==> config.mk <==
export PLATFORM = sky130hd
export DESIGN_NAME = div_operand_sequencer_flat
export DESIGN_NICKNAME = d
export VERILOG_FILES = /design/src/rtl/div_pkg.sv /design/src/rtl/div_operand_sequencer_if.sv /design/src/rtl/div_req_fifo.sv /design/src/rtl/div_operand_sequencer.sv /design/src/flat_wrapper.sv
export SDC_FILE = /design/constraint.sdc
export NUM_CORES = 1
export LEC_CHECK = 0
export CORE_ASPECT_RATIO = 2
export CORE_UTILIZATION = 52
export CTS_CLUSTER_SIZE = 30
export DETAILED_ROUTE_END_ITERATION = 10
export PLACE_DENSITY = 0.85
export SLEW_MARGIN = 40
export SYNTH_ARGS = -nofsm -noshare
export SYNTH_HDL_FRONTEND = slang
export SYNTH_HIERARCHICAL = 1
export SYNTH_SLANG_ARGS = --single-unit
==> constraint.sdc <==
create_clock -name i_clk -period 3.4 [get_ports i_clk]
set_clock_uncertainty 0.05 [all_clocks]
set_input_delay 0.51 -clock i_clk [delete_from_list [all_inputs] [get_ports i_clk]]
set_output_delay 0.51 -clock i_clk [all_outputs]
set_load 0.01 [all_outputs]
==> src/rtl/div_pkg.sv <==
// div_pkg: shared definitions for the division operand sequencer.
//   DATA_W / TAG_W : operand/result and tag widths. The request struct and
//                    all datapath ports are sized from these.
//   DEPTH          : default request FIFO depth (power of two, >= 2).
//   state_t        : sequencer FSM states.
//   req_t          : one queued divide request.
package div_pkg;

    localparam int DATA_W = 32;
    localparam int TAG_W  = 4;
    localparam int DEPTH  = 4;

    typedef enum logic [1:0] {
        IDLE  = 2'd0,
        ISSUE = 2'd1,
        WAIT  = 2'd2,
        RESP  = 2'd3
    } state_t;

    typedef struct packed {
        logic [DATA_W-1:0] dividend;
        logic [DATA_W-1:0] divisor;
        logic [TAG_W-1:0]  tag;
    } req_t;

endpackage

==> src/rtl/div_operand_sequencer_if.sv <==
// div_operand_sequencer_if: request, core and response signals of the
// division operand sequencer, bundled for connection.
//   slave  : sequencer view (drives o_*, samples i_*).
//   master : environment view (drives i_*, samples o_*).
//
// Handshakes (req and rsp): a transfer happens on a rising clock edge where
// valid and ready are both 1. Once valid is raised the sender holds valid and
// all payload fields stable until that transfer; ready may change freely and
// the sender never waits for ready before raising valid. The core side is not
// a handshake: o_core_start and i_core_done are single-cycle pulses.
interface div_operand_sequencer_if;

    // request channel
    logic                           i_req_valid;
    logic                           o_req_ready;
    logic [div_pkg::DATA_W-1:0]     i_req_dividend;
    logic [div_pkg::DATA_W-1:0]     i_req_divisor;
    logic [div_pkg::TAG_W-1:0]      i_req_tag;

    // core channel
    logic                           o_core_start;
    logic [div_pkg::DATA_W-1:0]     o_core_dividend;
    logic [div_pkg::DATA_W-1:0]     o_core_divisor;
    logic                           i_core_done;
    logic [div_pkg::DATA_W-1:0]     i_core_quotient;
    logic [div_pkg::DATA_W-1:0]     i_core_remainder;

    // response channel
    logic                           o_rsp_valid;
    logic                           i_rsp_ready;
    logic [div_pkg::DATA_W-1:0]     o_rsp_quotient;
    logic [div_pkg::DATA_W-1:0]     o_rsp_remainder;
    logic [div_pkg::TAG_W-1:0]      o_rsp_tag;
    logic                           o_rsp_div0;

    modport slave (
        input  i_req_valid, i_req_dividend, i_req_divisor, i_req_tag,
        output o_req_ready,
        output o_core_start, o_core_dividend, o_core_divisor,
        input  i_core_done, i_core_quotient, i_core_remainder,
        output o_rsp_valid, o_rsp_quotient, o_rsp_remainder, o_rsp_tag, o_rsp_div0,
        input  i_rsp_ready
    );

    modport master (
        output i_req_valid, i_req_dividend, i_req_divisor, i_req_tag,
        input  o_req_ready,
        input  o_core_start, o_core_dividend, o_core_divisor,
        output i_core_done, i_core_quotient, i_core_remainder,
        input  o_rsp_valid, o_rsp_quotient, o_rsp_remainder, o_rsp_tag, o_rsp_div0,
        output i_rsp_ready
    );

endinterface

==> src/rtl/div_req_fifo.sv <==
// div_req_fifo: synchronous FIFO of divide requests.
//   clk, rst   : rising-edge clock, synchronous active-high reset (empties FIFO)
//   push/wdata : write one request (ignored when full)
//   pop/rdata  : rdata is the head entry; pop removes it (ignored when empty)
//   empty      : no entries stored
//   full_next  : FIFO will be full after this edge; lets the owner register
//                its ready flag without a combinational path from pop
// Pointers are log2(DEPTH) bits and wrap naturally; the separate count is
// what decides full/empty.
module div_req_fifo
    import div_pkg::*;
#(
    parameter int DEPTH = div_pkg::DEPTH
) (
    input  logic clk,
    input  logic rst,
    input  logic push,
    input  req_t wdata,
    input  logic pop,
    output req_t rdata,
    output logic empty,
    output logic full_next
);

    localparam int AW = $clog2(DEPTH);

    req_t          mem [DEPTH];
    logic [AW-1:0] wr_ptr;
    logic [AW-1:0] rd_ptr;
    logic [AW:0]   cnt;
    logic [AW:0]   cnt_next;
    logic          full;
    logic          push_ok;
    logic          pop_ok;

    assign full    = (cnt == (AW+1)'(DEPTH));
    assign empty   = (cnt == '0);
    assign push_ok = push && !full;
    assign pop_ok  = pop && !empty;
    assign rdata   = mem[rd_ptr];

    always_comb begin
        cnt_next = cnt;
        case ({push_ok, pop_ok})
            2'b10:   cnt_next = cnt + 1'b1;
            2'b01:   cnt_next = cnt - 1'b1;
            default: cnt_next = cnt;    // idle, or push+pop leaves occupancy unchanged
        endcase
    end

    assign full_next = (cnt_next == (AW+1)'(DEPTH));

    always_ff @(posedge clk) begin
        if (rst) begin
            wr_ptr <= '0;
            rd_ptr <= '0;
            cnt    <= '0;
        end else begin
            cnt <= cnt_next;
            if (push_ok) begin
                wr_ptr <= wr_ptr + 1'b1;
            end
            if (pop_ok) begin
                rd_ptr <= rd_ptr + 1'b1;
            end
        end
    end

    // Storage carries no reset; only the pointers/count define validity.
    always_ff @(posedge clk) begin
        if (push_ok) begin
            mem[wr_ptr] <= wdata;
        end
    end

endmodule

==> src/rtl/div_operand_sequencer.sv <==
// div_operand_sequencer: front-end for the iterative division core.
// Buffers tagged divide requests, issues them one at a time to the core
// (start pulse + registered operands), waits for done and returns
// quotient/remainder/tag on the response channel.
//   i_clk, i_rst : rising-edge clock, synchronous active-high reset
//   bus          : div_operand_sequencer_if.slave (req / core / rsp signals)
//   dbg_state    : current FSM state, for observation only
// Optional feature: define DIV_ZERO_BYPASS_EN to answer divide-by-zero
// requests without the core (quotient all ones, remainder = dividend,
// o_rsp_div0 = 1). Without it every request goes to the core and
// o_rsp_div0 is tied 0.
module div_operand_sequencer
    import div_pkg::*;
#(
    parameter int DEPTH = div_pkg::DEPTH
) (
    input  logic                    i_clk,
    input  logic                    i_rst,
    div_operand_sequencer_if.slave  bus,
    output state_t                  dbg_state
);

    state_t            state_q;
    state_t            state_d;

    req_t              fifo_wdata;
    req_t              head;
    logic              fifo_push;
    logic              fifo_pop;
    logic              fifo_empty;
    logic              fifo_full_next;

    logic              ready_q;
    logic              load_op;
    logic              cap_core;

    logic [DATA_W-1:0] op_dividend_q;
    logic [DATA_W-1:0] op_divisor_q;
    logic [TAG_W-1:0]  tag_q;
    logic [DATA_W-1:0] quot_q;
    logic [DATA_W-1:0] rem_q;

`ifdef DIV_ZERO_BYPASS_EN
    logic              bypass;
    logic              div0_q;
`endif

    // ---------------- request FIFO ----------------
    assign fifo_push  = bus.i_req_valid && ready_q;
    assign fifo_wdata = '{dividend: bus.i_req_dividend,
                          divisor:  bus.i_req_divisor,
                          tag:      bus.i_req_tag};

    div_req_fifo #(.DEPTH(DEPTH)) u_fifo (
        .clk       (i_clk),
        .rst       (i_rst),
        .push      (fifo_push),
        .wdata     (fifo_wdata),
        .pop       (fifo_pop),
        .rdata     (head),
        .empty     (fifo_empty),
        .full_next (fifo_full_next)
    );

    // ---------------- FSM: next state ----------------
    always_comb begin
        state_d  = state_q;
        fifo_pop = 1'b0;
        load_op  = 1'b0;
        cap_core = 1'b0;
`ifdef DIV_ZERO_BYPASS_EN
        bypass   = 1'b0;
`endif
        case (state_q)
            IDLE: begin
                if (!fifo_empty) begin
                    fifo_pop = 1'b1;
`ifdef DIV_ZERO_BYPASS_EN
                    if (head.divisor == '0) begin
                        bypass  = 1'b1;
                        state_d = RESP;
                    end else begin
                        load_op = 1'b1;
                        state_d = ISSUE;
                    end
`else
                    load_op = 1'b1;
                    state_d = ISSUE;
`endif
                end
            end
            // A done seen here belongs to nothing we issued; it is dropped.
            ISSUE: state_d = WAIT;
            WAIT: begin
                if (bus.i_core_done) begin
                    cap_core = 1'b1;
                    state_d  = RESP;
                end
            end
            RESP: begin
                if (bus.i_rsp_ready) begin
                    state_d = IDLE;
                end
            end
            default: state_d = IDLE;
        endcase
    end

    // ---------------- state and datapath registers ----------------
    always_ff @(posedge i_clk) begin
        if (i_rst) begin
            state_q       <= IDLE;
            ready_q       <= 1'b1;
            op_dividend_q <= '0;
            op_divisor_q  <= '0;
            tag_q         <= '0;
            quot_q        <= '0;
            rem_q         <= '0;
`ifdef DIV_ZERO_BYPASS_EN
            div0_q        <= 1'b0;
`endif
        end else begin
            state_q <= state_d;
            // Ready follows the occupancy after this edge; a pop cannot
            // reopen it in the same cycle.
            ready_q <= !fifo_full_next;
            if (load_op) begin
                op_dividend_q <= head.dividend;
                op_divisor_q  <= head.divisor;
            end
            if (fifo_pop) begin
                tag_q <= head.tag;
            end
            if (cap_core) begin
                quot_q <= bus.i_core_quotient;
                rem_q  <= bus.i_core_remainder;
`ifdef DIV_ZERO_BYPASS_EN
                div0_q <= 1'b0;
`endif
            end
`ifdef DIV_ZERO_BYPASS_EN
            if (bypass) begin
                quot_q <= '1;
                rem_q  <= head.dividend;
                div0_q <= 1'b1;
            end
`endif
        end
    end

    // ---------------- outputs ----------------
    assign bus.o_req_ready     = ready_q;
    assign bus.o_core_start    = (state_q == ISSUE);
    assign bus.o_core_dividend = op_dividend_q;
    assign bus.o_core_divisor  = op_divisor_q;
    assign bus.o_rsp_valid     = (state_q == RESP);
    assign bus.o_rsp_quotient  = quot_q;
    assign bus.o_rsp_remainder = rem_q;
    assign bus.o_rsp_tag       = tag_q;
`ifdef DIV_ZERO_BYPASS_EN
    assign bus.o_rsp_div0      = div0_q;
`else
    assign bus.o_rsp_div0      = 1'b0;
`endif
    assign dbg_state           = state_q;

endmodule

==> src/flat_wrapper.sv <==
// flat-port wrapper written by rule: the top's interface ports become plain ports
module div_operand_sequencer_flat import div_pkg::*;
#(
    parameter int DEPTH = div_pkg::DEPTH
)
  (i_clk, i_rst, dbg_state, bus_i_req_valid, bus_i_req_dividend, bus_i_req_divisor, bus_i_req_tag, bus_o_req_ready, bus_o_core_start, bus_o_core_dividend, bus_o_core_divisor, bus_i_core_done, bus_i_core_quotient, bus_i_core_remainder, bus_o_rsp_valid, bus_o_rsp_quotient, bus_o_rsp_remainder, bus_o_rsp_tag, bus_o_rsp_div0, bus_i_rsp_ready);
  div_operand_sequencer_if bus_i ();
  input  logic i_clk;
  input  logic i_rst;
  output state_t dbg_state;
  input wire logic [$bits(bus_i.i_req_valid)-1:0] bus_i_req_valid;
  input wire logic [$bits(bus_i.i_req_dividend)-1:0] bus_i_req_dividend;
  input wire logic [$bits(bus_i.i_req_divisor)-1:0] bus_i_req_divisor;
  input wire logic [$bits(bus_i.i_req_tag)-1:0] bus_i_req_tag;
  output wire logic [$bits(bus_i.o_req_ready)-1:0] bus_o_req_ready;
  output wire logic [$bits(bus_i.o_core_start)-1:0] bus_o_core_start;
  output wire logic [$bits(bus_i.o_core_dividend)-1:0] bus_o_core_dividend;
  output wire logic [$bits(bus_i.o_core_divisor)-1:0] bus_o_core_divisor;
  input wire logic [$bits(bus_i.i_core_done)-1:0] bus_i_core_done;
  input wire logic [$bits(bus_i.i_core_quotient)-1:0] bus_i_core_quotient;
  input wire logic [$bits(bus_i.i_core_remainder)-1:0] bus_i_core_remainder;
  output wire logic [$bits(bus_i.o_rsp_valid)-1:0] bus_o_rsp_valid;
  output wire logic [$bits(bus_i.o_rsp_quotient)-1:0] bus_o_rsp_quotient;
  output wire logic [$bits(bus_i.o_rsp_remainder)-1:0] bus_o_rsp_remainder;
  output wire logic [$bits(bus_i.o_rsp_tag)-1:0] bus_o_rsp_tag;
  output wire logic [$bits(bus_i.o_rsp_div0)-1:0] bus_o_rsp_div0;
  input wire logic [$bits(bus_i.i_rsp_ready)-1:0] bus_i_rsp_ready;
  assign bus_i.i_req_valid = bus_i_req_valid;
  assign bus_i.i_req_dividend = bus_i_req_dividend;
  assign bus_i.i_req_divisor = bus_i_req_divisor;
  assign bus_i.i_req_tag = bus_i_req_tag;
  assign bus_o_req_ready = bus_i.o_req_ready;
  assign bus_o_core_start = bus_i.o_core_start;
  assign bus_o_core_dividend = bus_i.o_core_dividend;
  assign bus_o_core_divisor = bus_i.o_core_divisor;
  assign bus_i.i_core_done = bus_i_core_done;
  assign bus_i.i_core_quotient = bus_i_core_quotient;
  assign bus_i.i_core_remainder = bus_i_core_remainder;
  assign bus_o_rsp_valid = bus_i.o_rsp_valid;
  assign bus_o_rsp_quotient = bus_i.o_rsp_quotient;
  assign bus_o_rsp_remainder = bus_i.o_rsp_remainder;
  assign bus_o_rsp_tag = bus_i.o_rsp_tag;
  assign bus_o_rsp_div0 = bus_i.o_rsp_div0;
  assign bus_i.i_rsp_ready = bus_i_rsp_ready;
  div_operand_sequencer #(.DEPTH(DEPTH)) u_core (.i_clk(i_clk), .i_rst(i_rst), .bus(bus_i), .dbg_state(dbg_state));
endmodule
### Word level (Yosys, flattened, before mapping)

Memory sizes are Yosys's and may differ from the RTL's. A register that Yosys moved wholly into a read port is not among the register bits.
Cells that the tools add are included.

| operators by class | value |
|---|---|
| equal/unequal tests | 10 |
| add/subtract/negate cells | 4 |
| multiplexer cells | 11 |
| reduce and logical (&&, ||, !) cells | 9 |

Operators with widths:

| operator | number |
|---|---|
| 2-bit one-hot mux with 4 select lines | 1 |
| 2-bit == test, second input constant | 3 |
| 3-bit == test, second input constant | 2 |
| 1-bit 2-to-1 mux | 6 |
| 2-bit 2-to-1 mux | 3 |
| 3-bit one-hot mux with 2 select lines | 1 |
| 2-bit by 1-bit adder with 2-bit output, second input constant | 2 |
| 2-bit by 1-bit == test with 1-bit output, second input constant | 2 |
| 2-bit != test, second input constant | 2 |
| 3-bit by 1-bit adder with 3-bit output, second input constant | 1 |
| 1-bit logical AND | 3 |
| 1-bit logical NOT | 3 |
| 3-bit logical NOT | 1 |
| 3-bit AND reduction | 1 |
| 3-bit by 1-bit subtractor with 3-bit output, second input constant | 1 |
| 2-bit logical NOT | 1 |
| 2-bit by 1-bit != test with 1-bit output, second input constant | 1 |

| word-level totals | value |
|---|---|
| input port bits | 137 |
| memories | 1 |
| output and inout bits | 138 |
| bits in writable memories | 272 |
| register bits after elaboration | 74 |

Memory list:

| name | words | bits a word | rd ports | clocked after memory_dff | write ports | RTL line | text |
|---|---|---|---|---|---|---|---|
| u_core.u_fifo.mem | 4 | 68 | 1 | 1 | 1 | div_req_fifo.sv:27 | `req_t mem [DEPTH];` |

### Depth between registers and ports, before layout

Gate-level depths: netlist of the first run.

| depth | value |
|---|---|
| word-level depth | 8 |
| gate-level depth with buffers | 15 |
| gate-level depth less buffers | 13 |

### Cells and area by module

The synthesis of the first run kept the hierarchy.

Modules (own cells, without submodules):

| module | times used | area an instance (um2) | cells each |
|---|---|---|---|
| div_req_fifo | 1 | 10333.7 | 411 |
| div_operand_sequencer | 1 | 4807.1 | 596 |

### Least setup slack after synthesis of the first run

No wires, ideal clock.

| timing | value |
|---|---|
| path type | input-to-reg |
| from | input port bus_i_req_valid |
| to | memory u_core/u_fifo/mem[2][10] in the netlist's numbering (enable) |
| setup slack | 0.406 ns |
| setup time | 0.433 ns |
| stages | 3 |
| data arrival time | 2.511 ns |
| cell sequence | and2_1 a21boi_2 and2_1 |

| on the way | value |
|---|---|
| longest elaborated chain between the ends | 4 |

Ends and longest elaborated chain:

| item | RTL line | text |
|---|---|---|
| start, declared | flat_wrapper.sv:11 | `input wire logic [$bits(bus_i.i_req_valid)-1:0] bus_i_req_valid;` |
| 1-bit logical AND | div_operand_sequencer.sv:49 | `assign fifo_push = bus.i_req_valid && ready_q;` |
| 1-bit logical AND | div_req_fifo.sv:38 | `assign push_ok = push && !full;` |
| 1-bit 2-to-1 mux | div_req_fifo.sv:71 | `if (push_ok) begin` |
| 1-bit 2-to-1 mux (implied by the code) | div_req_fifo.sv:72 | `mem[wr_ptr] <= wdata;` |
| end, declared | div_req_fifo.sv:27 |  |

No other way between the ends.

### Final worst setup path of the first run

| timing | value |
|---|---|
| from | register u_core.u_fifo.cnt[0] |
| to | register u_core.ready_q (netlist: u_core/bus.o_req_ready) |

| on the way | value |
|---|---|
| longest elaborated chain between the ends | 8 |

Ends and longest elaborated chain:

| item | RTL line | text |
|---|---|---|
| start, declared | div_req_fifo.sv:30 | `logic [AW:0] cnt;` |
| start signal, assigned | div_req_fifo.sv:59 | `cnt <= cnt_next;` |
| 3-bit logical NOT (*) | div_req_fifo.sv:37 | `assign empty = (cnt == '0);` |
| named net u_core.fifo_empty | div_operand_sequencer.sv:30 | `logic fifo_empty;` |
| 1-bit 2-to-1 mux | div_operand_sequencer.sv:76 | `if (!fifo_empty) begin` |
| 1-bit 2-to-1 mux | div_operand_sequencer.sv:74 | `case (state_q)` |
| 1-bit logical AND (*) | div_req_fifo.sv:39 | `assign pop_ok = pop && !empty;` |
| named net u_core.u_fifo.pop_ok | div_req_fifo.sv:34 | `logic pop_ok;` |
| 2-bit by 1-bit == test with 1-bit output or 2-bit == test (tied branches) | div_req_fifo.sv:44 | `case ({push_ok, pop_ok})` |
| 3-bit one-hot mux with 2 select lines (*) | div_req_fifo.sv:44 |  |
| 3-bit == test (*) | div_req_fifo.sv:51 | `assign full_next = (cnt_next == (AW+1)'(DEPTH));` |
| named net u_core.fifo_full_next | div_operand_sequencer.sv:31 | `logic fifo_full_next;` |
| 1-bit logical NOT (*) | div_operand_sequencer.sv:126 | `ready_q <= !fifo_full_next;` |
| end signal, assigned | div_operand_sequencer.sv:126 |  |
| end, declared | div_operand_sequencer.sv:33 | `logic ready_q;` |

The timed path passes the listed nets; every way through them passes the cells marked *.
A chain may end at the register's enable or synchronous reset.

==> results of run 1 <==
metrics by stage:
stage | setup WS, ns | hold WS (ns) | cells | total power [mW] | cell area, um2
2_1_floorplan | 0.406 | 0.409 | 1007 | 9.18 | 15100
3_3_place_gp | 0.653 | 0.391 | 1596 | 10.7 | 18200
3_5_place_dp | 0.636 | 0.395 | 1598 | 10.8 | 18200
4_1_cts | 0.897 | 0.404 | 1661 | 14.9 | 19400
5_1_grt | 0.753 | 0.418 | 1662 | 15.4 | 19400
6_report | 0.920 | 0.402 | 1662 | 14.7 | 19400
sequential cells by signal (all words and copies together), names as in the netlist, named ones only:
register                    cells
u_core/bus.o_core_dividend     32
u_core/bus.o_core_divisor      32
u_core/bus.o_req_ready          1
u_core/bus.o_rsp_quotient      32
u_core/bus.o_rsp_remainder     32
u_core/bus.o_rsp_tag            4
u_core/dbg_state                2
u_core/u_fifo/cnt               3
u_core/u_fifo/mem             272
u_core/u_fifo/rd_ptr            2
u_core/u_fifo/wr_ptr            2
logic make-up after synthesis:
kind of cell / count (synthesis)
DFF: 416
and+or+nand+nor: 291
AOI/OAI and AO/OA: 142
buffers and inverters: 72
muxes: 71
adders and majority gates: 10
xor gates and xnor gates: 4
other: 1
tightest hold or removal path, delay by kind of cell (launching register included):
family,cells,cell delay (ns)
AOI/OAI and AO/OA,1,0.05
DFF,1,0.31
and+or+nand+nor,1,0.05
power by group through the flow:
stage / combinational [mW] / sequential, mW / clock (mW)
after global routing: 4.23 / 6.81 / 4.35
after detailed placement: 3.95 / 6.84 / 0
after floorplan: 2.32 / 6.86 / 0
final: 3.92 / 6.72 / 4.08
after global placement: 3.85 / 6.81 / 0
after CTS: 3.98 / 6.74 / 4.17
metal layers:
| layer | vias to the layer above | routed length (um) | global-route usage (%) |
|---|---|---|---|
| met5 | - | 0 | 0 |
| met4 | 0 | 1660 | 12.0 |
| met3 | 77 | 1940 | 3.56 |
| met1 | 4386 | 11000 | 23.4 |
| met2 | 336 | 18100 | 41.6 |
| li1 | 4169 | - | - |
final cells by class:
type	instances	area (um2)	area share [%]
antenna	1	2.50	0.0129
multi-input combinational	519	3670	18.9
inverter	11	46.3	0.239
clock buffer	47	971	5.01
tap	360	450	2.32
sequential	416	11100	57.1
clock inverter	16	204	1.05
timing repair buffer	292	2980	15.4
worst paths after layout:
path                                                    start                                          end  cells after the start
setup / recovery              u_core/u_fifo/cnt[0]$_SDFF_PP0_            u_core/bus.o_req_ready$_SDFF_PP1_                     11
setup reg to reg              u_core/u_fifo/cnt[0]$_SDFF_PP0_            u_core/bus.o_req_ready$_SDFF_PP1_                     11
hold / removal    u_core/bus.o_rsp_remainder[24]$_SDFFE_PP0P_  u_core/bus.o_rsp_remainder[24]$_SDFFE_PP0P_                      2
hold reg to reg   u_core/bus.o_rsp_remainder[24]$_SDFFE_PP0P_  u_core/bus.o_rsp_remainder[24]$_SDFFE_PP0P_                      2
cell usage in the layout (no fill, tap or decap), drive strengths merged:
cell	synthesis	final
xnor2	1	1
inv	10	14
mux4	68	68
clkinv	1	9
clkdlybuf4s50	0	272
xor2	3	3
clkbuf	17	47
diode	0	1
mux2i	2	2
or3	2	2
a21boi	1	1
nand2	266	266
conb	1	1
nor2b	2	2
fa	1	1
and2	6	6
edfxtp	272	272
nor3	2	2
o21ai	2	2
ha	9	9
nor2	6	6
o31ai	1	1
mux2	1	1
a221o	1	1
buf	44	20
nand2b	6	6
bufinv	0	4
dfxtp	144	144
and3	1	1
a31o	1	1
a211oi	2	2
a21oi	134	134
==> run summary, run 1 <==
CTS resizes = 0
Synth Area in Compound Gates = 5.09%
clk buf depth = 3
Crit path max-delay family = simple AND/OR/NAND/NOR gates
post-synthesis adder-cell area fraction = 0.876%
largest net degree at the start of global routing = 73
slowest CP cell = nor3_1
final period utilization = 72.9%
crit path cell chain = nor3_1 > nand2b_4 > clkinv_4 > o31ai_1 > inv_1 > ha_1 > inv_1 > fa_1 > nor2b_1 > a31o_2 > nand2b_1
wire per inst = 19.7 um
Fillers = 1,892
WP data required = 3.81 ns
H-Tree Depth = 2
die width = 123 um
Final HPWL DP = 21,200 um
final-report hold violation count = 0
top_reg_cell synth = edfxtp_1
max cap viols = 0
GR Util All Layers = 22.4%
reg2reg setup slack = 0.92 ns
Cell Int Power = 10.5 mW
CP Class = register to register
main combinational cell family by area after synthesis = multiplexers
CTS Buf Count = 35
Post-CTS Setup Inserts = 0
CTS tree = done
Clk Latency, worst-skew pair = 0.53 ns
setup_tns = 0 ns
I/O pin cnt = 275
Async SR Flop Fraction = 0%
drt pass-1 iters = 7
Yosys reg bits = 416
Worst Path Buf+Inv = 3
Rel. slew slack = 45.5%
Starting Density = 52.7%
vias in the first global route = 9,264
Mean Syn Cell Area = 15.0 um2
register area share after synthesis = 73.0%
die area = 0.0298 mm2
Synth top area share = 53.9%
biggest area consumer among synthesized cells = edfxtp_1
Synth area leaders = edfxtp_1 (54%), dfxtp_1 (19%), mux4_2 (10%)
Worst Setup Start Kind = register
initial DRC count = 491
Cell Rows = 88
Leak Pwr = 6.36 nW
ANT nets after route = 0
CTS Root Cell = clkbuf_16
routability cong. = 0.785
mux share of post-synthesis cell area = 10.3%
crit-path max cell delay = 0.40 ns
CP endpoint kind = register
Hold Path Class = register to register
Fmax = 403 MHz
detailed-route DRC error count = 0
max-slew violations = 0
Setup violations, final = 0
Clock Power Share = 27.7%
hold-fix buffers at CTS = 0
RSZ-0062 raised after global routing = false
DR vias = 8,968
area share of xor/xnor cells in the synthesized design = 0.231%
Pwr Density = 760 mW/mm2
maximum vdd ir drop = 0.000716 V
clock sinks = 416
library cells used by synthesis = 33
combinational share of power = 26.6%
net count after synthesis = 1,154
CTS clock-pin slew for the worst setup and hold paths = 0.06 ns
share of layout cells above drive strength 1 = 12.7%
initial antenna violation count = 1
Switching Share = 28.4%
Post-synth top cells = edfxtp_1 (272), nand2_1 (266), dfxtp_1 (144), a21oi_1 (124), mux4_2 (68)
Reg power frac = 45.6%
Worst Max-Slew Pin Slew = 0.817 ns
count leader, synth = edfxtp_1
final core utilization = 67.4%
number of flops mapped to enable cells by yosys = 272
status = completed
DR vias/cell = 5.40
Post-Synthesis Cell Area = 0.0151 mm2
port bufs = 273
simple-gate portion of the synthesized area = 7.51%
Die Span Y = 243 um
Max FO, Critical Path = 6
Worst EP arrival = 2.89 ns
CP dominant cell by count = inv_1
Yosys warning count = 6
Area Growth Syn to Fin = 28.0%
first-pass GRT wire length = 49,600 um
Overflow after GRT = 0
CORE AREA = 0.0287 mm2
Nets = 1,422
Post-Syn Instances = 1,007
NetSw = 4.19 mW
Tmin final = 2.48 ns
final WL = 32,700 um
Power figures use the tool's default switching activity.
==> run 2: changes to the inputs <==
- clock period: 3.4 -> 2.3 ns (I/O delays scaled with it)
==> run 2 against run 1 <==
Against the previous run: clock power grew 60%; maximum frequency up 8.8%; via count is 1.8% higher; clock-buffer cell count shrank 3; combinational power increased by 58%; critical path depth increased by 1; wire length increased by 3.3%; final area is 1.9% higher; hold slack lost 0.10 ns; global-route usage increased by 0.71 points; critical path type unchanged; highest routed layer unchanged.
==> run summary, run 2 (same netlist as run 1, synthesis figures left out) <==
Worst EP arrival = 2.68 ns (-0.21 ns)
Hold Path Class = input pin to register
final period utilization = 99.1% (+26 points)
Leak Pwr = 6.50 nW (+2.1%)
WP data required = 2.70 ns (-1.11 ns)
Max FO, Critical Path = 3 (-3)
ANT nets after route = 0 (unchanged)
die width = 123 um (unchanged)
H-Tree Depth = 2 (unchanged)
Clk Latency, worst-skew pair = 0.53 ns (about the same)
GR Util All Layers = 23.1% (+0.71 points)
Final HPWL DP = 21,400 um (+0.88%)
Starting Density = 52.7% (unchanged)
initial antenna violation count = 3 (+2)
maximum vdd ir drop = 0.00106 V (+48%)
largest net degree at the start of global routing = 70 (-4.1%)
CP endpoint kind = register
setup_tns = 0 ns (unchanged)
Worst Max-Slew Pin Slew = 0.648 ns (-0.169 ns)
DR vias/cell = 5.44 (+0.74%)
detailed-route DRC error count = 0 (unchanged)
clk buf depth = 3 (unchanged)
clock sinks = 416 (unchanged)
routability cong. = 0.829 (+5.7%)
Biggest register = u_core/u_fifo/mem
DR vias = 9,127 (+1.8%)
drt pass-1 iters = 4 (-3)
CTS Buf Count = 36 (+2.9%)
die area = 0.0298 mm2 (unchanged)
Pwr Density = 1150 mW/mm2 (+51%)
Overflow after GRT = 0 (unchanged)
Fmax = 439 MHz (+8.8%)
Setup violations, final = 0 (unchanged)
Fin Hold WS = 0.298 ns (-0.104 ns)
max cap viols = 0 (unchanged)
share of layout cells above drive strength 1 = 14.9% (+2.2 points)
commonest non-fill, non-tap cells in the layout = clkdlybuf4s50_1 (272), edfxtp_1 (272), nand2_1 (265)
Cell Rows = 88 (unchanged)
Tmin final = 2.28 ns (-0.202 ns)
final WL = 33,800 um (+3.3%)
CTS tree = done
CORE AREA = 0.0287 mm2 (unchanged)
hold-fix buffers at CTS = 0 (unchanged)
Area Growth Syn to Fin = 30.4%
Rel. slew slack = 56.8% (+11 points)
status = completed
Die Span Y = 243 um (unchanged)
Largest register FFs = 272 (unchanged)
wire per inst = 20.1 um (+2.3%)
vias in the first global route = 9,585 (+3.5%)
port bufs = 273 (unchanged)
RSZ-0062 raised after global routing = true
CP Class = register to register
final-report hold violation count = 0 (unchanged)
I/O pin cnt = 275 (unchanged)
CTS clock-pin slew for the worst setup and hold paths = 0.07 ns (about the same)
first-pass GRT wire length = 51,500 um (+3.7%)
CTS Root Cell = clkbuf_16
Worst Setup Start Kind = register
Nets = 1,435 (+0.91%)
initial DRC count = 398 (-19%)
max-slew violations = 0 (unchanged)
run 2: cell count changes in the layout (fill, tap and decap cells not counted), moves of 3 or more:
cell,previous run,this run
dfxtp_1,142,137
clkbuf_16,35,40
dfxtp_2,0,4
buf_12,8,15
inv_1,10,6
clkbuf_8,5,0
clkbuf_1,7,4
buf_4,11,15
clkinv_1,2,5
inv_2,0,3
run 2: final timing paths:
path                                                from                                           to  slack, ns  cells past startpoint
min reg2reg  u_core/bus.o_rsp_remainder[29]$_SDFFE_PP0P_  u_core/bus.o_rsp_remainder[29]$_SDFFE_PP0P_       0.40                      2
min                                                i_rst   u_core/bus.o_rsp_quotient[16]$_SDFFE_PP0P_       0.30                      2
max reg2reg             u_core/dbg_state[0]$_SDFFE_PP0P_              u_core/u_fifo/cnt[2]$_SDFF_PP0_       0.02                     12
max                     u_core/dbg_state[0]$_SDFFE_PP0P_              u_core/u_fifo/cnt[2]$_SDFF_PP0_       0.02                     12
run 2: per-layer routing:
metal  wire (um)  up-vias  track usage (%)
met1       11400     4474             24.0
met3        2070       86             3.72
met5           0        -                0
met4        1830        0             13.6
li1            -     4200                -
met2       18500      367             42.5
run 2: what timing repair did:
action / 4_1_cts / 5_1_grt
setup endpoints to repair: 0 / 3
hold endpoints to repair: 0 / 0
setup buffers: 0 / 3
resized for setup: 0 / 9
run 2: critical path: stages (launching register included):
cell and delay (ns):
dfxtp_4 0.36, inv_4 0.07, ha_4 0.16, nand2b_4 0.07, clkinv_4 0.06, o31ai_4 0.07
inv_2 0.09, ha_4 0.14, inv_2 0.04, fa_2 0.40, xor2_2 0.17, or3_1 0.40
a21oi_2 0.13
run 2: through the flow:
stage / cells / area, um2 / util, % / power (mW) / setup slack (ns)
3_5_place_dp: 1607 / 18400 / 64.0 / 16.2 / -0.192
3_3_place_gp: 1607 / 18400 / 64.0 / 15.9 / -0.128
6_report: 1679 / 19800 / 68.7 / 22.6 / 0.0217
4_1_cts: 1673 / 19700 / 68.5 / 22.8 / 0.0663
2_1_floorplan: 1007 / 15200 / - / 13.6 / -0.000605
5_1_grt: 1679 / 19800 / 68.7 / 23.6 / -0.0802
run 2: cell type report:
class	count	area [um2]
diodes	3	7.51
clock buffers	44	1020
multi-input cells	519	3720
well taps	360	450
fillers	1851	8990
repair buffers	304	3160
inverters	11	48.8
flip-flops and latches	416	11100
clock inverters	22	282
run 2: power by group:
group	total, mW	internal (mW)	switching, mW
clock	6.53	3.86	2.66
combinational	6.18	3.08	3.10
sequential	9.94	9.27	0.670
==> run 3: changes to the inputs <==
- TNS_END_PERCENT: unset -> 20
==> run 3 against run 2 <==
Against the previous run: via count barely moved; clock power fell by 2%; die area did not move; maximum frequency fell by 0.57%; first-iteration DRC count rose by 42%; critical path depth fell by 1; combinational power fell by 0.6%; critical path type unchanged.
==> run summary, run 3 (same netlist as run 1, synthesis figures left out) <==
Area Growth Syn to Fin = 29.9%
final-report hold violation count = 0 (unchanged)
CP Class = register to register
ANT nets after route = 0 (unchanged)
Starting Density = 52.7% (unchanged)
Tmin final = 2.29 ns (+0.0130 ns)
max cap viols = 0 (unchanged)
Area after DPL = 0.0184 mm2 (about the same)
Die Span Y = 243 um (unchanged)
Worst Setup Start Kind = register
CP dominant cell by count = inv_1
Biggest register = u_core/u_fifo/mem
I/O pin cnt = 275 (unchanged)
DR vias = 9,119 (-0.088%)
final WL = 33,500 um (-0.85%)
combinational share of power = 27.3% (about the same)
routability cong. = 0.830 (about the same)
status = completed
Worst Max-Slew Pin Slew = 0.801 ns (+0.153 ns)
DR vias/cell = 5.44 (about the same)
max-slew violations = 0 (unchanged)
Switching Share = 28.1% (-0.27 points)
crit-path max cell delay = 0.40 ns (about the same)
clock sinks = 416 (unchanged)
worst slack, placed = -0.223 ns (-0.0302 ns)
crit path cell chain = nor3_1 > nand2b_4 > clkinv_4 > o31ai_1 > inv_1 > ha_2 > inv_1 > fa_1 > nor2b_1 > a31o_2 > nand2b_1
Pwr Density = 1140 mW/mm2 (-0.34%)
Fmax = 436 MHz (-0.57%)
Nets = 1,434 (-0.070%)
final setup margin = 0.00867 ns (-0.0130 ns)
Final HPWL DP = 21,000 um (-1.9%)
Hold Path Class = input pin to register
final core utilization = 68.4% (-0.28 points)
Worst EP arrival = 2.71 ns (+0.03 ns)
final period utilization = 99.6% (+0.57 points)
share of layout cells above drive strength 1 = 14.0% (-0.88 points)
GR Util All Layers = 22.6% (-0.51 points)
port bufs = 273 (unchanged)
Rel. slew slack = 46.6% (-10 points)
slowest CP cell = fa_1
Setup violations, final = 0 (unchanged)
initial DRC count = 564 (+42%)
RSZ-0062 raised after global routing = true
R2R depth = 11 (-1)
vias in the first global route = 9,385 (-2.1%)
Worst Hold Path Cells = 2 (unchanged)
commonest non-fill, non-tap cells in the layout = clkdlybuf4s50_1 (272), edfxtp_1 (272), nand2_1 (265)
NetSw = 6.33 mW (-1.7%)
H-Tree Depth = 2 (unchanged)
detailed-route DRC error count = 0 (unchanged)
reg2reg setup slack = 0.009 ns (about the same)
CTS Buf Count = 35 (-2.8%)
Reg power frac = 44.1% (+0.2 points)
CTS tree = done
hold-fix buffers at CTS = 0 (unchanged)
WP data required = 2.71 ns (about the same)
CP endpoint kind = register
Cell Int Power = 16.2 mW (-0.37%)
maximum vdd ir drop = 0.00106 V (+0.39%)
r2r startpoint = u_core/u_fifo/cnt[0]$_SDFF_PP0_
Post-CTS Setup Inserts = 0 (unchanged)
Overflow after GRT = 0 (unchanged)
Clk Latency, worst-skew pair = 0.54 ns (about the same)
CTS Root Cell = clkbuf_16
Cell Rows = 88 (unchanged)
initial antenna violation count = 4 (+1)
Hold Crit Start = i_rst
first-pass GRT wire length = 50,100 um (-2.6%)
final instance area = 0.0197 mm2 (-0.41%)
drt pass-1 iters = 5 (+1)
CTS clock-pin slew for the worst setup and hold paths = 0.07 ns (about the same)
wire per inst = 20.0 um (-0.73%)
R2R Path End = u_core/bus.o_req_ready$_SDFF_PP1_
Hold Path End = u_core/bus.o_core_dividend[7]$_SDFFE_PP0P_
Leak Pwr = 6.47 nW (-0.39%)
Max FO, Critical Path = 2 (-1)
die width = 123 um (unchanged)
CORE AREA = 0.0287 mm2 (unchanged)
largest net degree at the start of global routing = 70 (unchanged)
Largest register FFs = 272 (unchanged)
setup_tns = 0 ns (unchanged)
die area = 0.0298 mm2 (unchanged)
Clock Power Share = 28.6% (-0.2 points)
clk buf depth = 3 (unchanged)
[run 3: final cells by class]
class	count	area, um2
Inverter	11	46.3
Tap cell	360	450
Multi-Input combinational cell	519	3690
Antenna cell	4	10.0
Timing Repair Buffer	304	3160
Fill cell	1881	9070
Sequential cell	416	11100
Clock inverter	18	279
Clock buffer	45	976
[run 3: critical path, delay by kind of cell (launching register included)]
kind                       cells  cell delay [ns]
AOI/OAI and AO/OA              2             0.34
DFF                            1             0.32
buffers and inverters          3             0.20
adders and majority gates      2             0.61
and+or+nand+nor                4             0.73
[run 3: worst max path at each step]
stage / from / end / slack (ns)
2_1_floorplan: u_core/bus.o_req_ready$_SDFF_PP1_ / u_core/u_fifo/mem[0][0]$_DFFE_PP_ / -0.56
3_3_place_gp: bus_i_req_valid / u_core/u_fifo/cnt[2]$_SDFF_PP0_ / -0.17
3_5_place_dp: bus_i_req_valid / u_core/bus.o_req_ready$_SDFF_PP1_ / -0.22
4_1_cts: u_core/dbg_state[1]$_SDFFE_PP0P_ / u_core/u_fifo/cnt[2]$_SDFF_PP0_ / 0.03
5_1_grt: u_core/dbg_state[0]$_SDFFE_PP0P_ / u_core/u_fifo/cnt[2]$_SDFF_PP0_ / -0.04
6_report: u_core/u_fifo/cnt[0]$_SDFF_PP0_ / u_core/bus.o_req_ready$_SDFF_PP1_ / 0.009
[run 3: layer usage]
metal	track usage, %	share of wire [%]	vias to the layer above
met5	0	0	-
met4	14.3	5.6	0
met3	3.70	5.9	93
met2	40.2	54	347
met1	24.4	35	4483
li1	-	-	4196
[run 3: per-stage QoR]
step | hold WS, ns | total power [mW] | cells
CTS | 0.215 | 22.7 | 1672
finish | 0.233 | 22.5 | 1677
global placement | 0.391 | 16.0 | 1609
detailed placement | 0.396 | 16.2 | 1609
global route | 0.232 | 23.5 | 1677
floorplan | 0.394 | 13.6 | 1007
[run 3: timing repair]
item | 4_1_cts | 5_1_grt
endpoints found under the setup margin | 1 | 2
resized for setup | 4 | 3
pin swaps | 1 | 0
[run 3: power groups by stage]
stage / logic, mW / registers, mW / clock network (mW)
floorplan: 3.44 / 10.1 / 0
global placement: 5.97 / 9.99 / 0
detailed placement: 6.09 / 10.1 / 0
CTS: 6.18 / 9.92 / 6.56
global route: 6.60 / 10.0 / 6.84
finish: 6.14 / 9.91 / 6.43
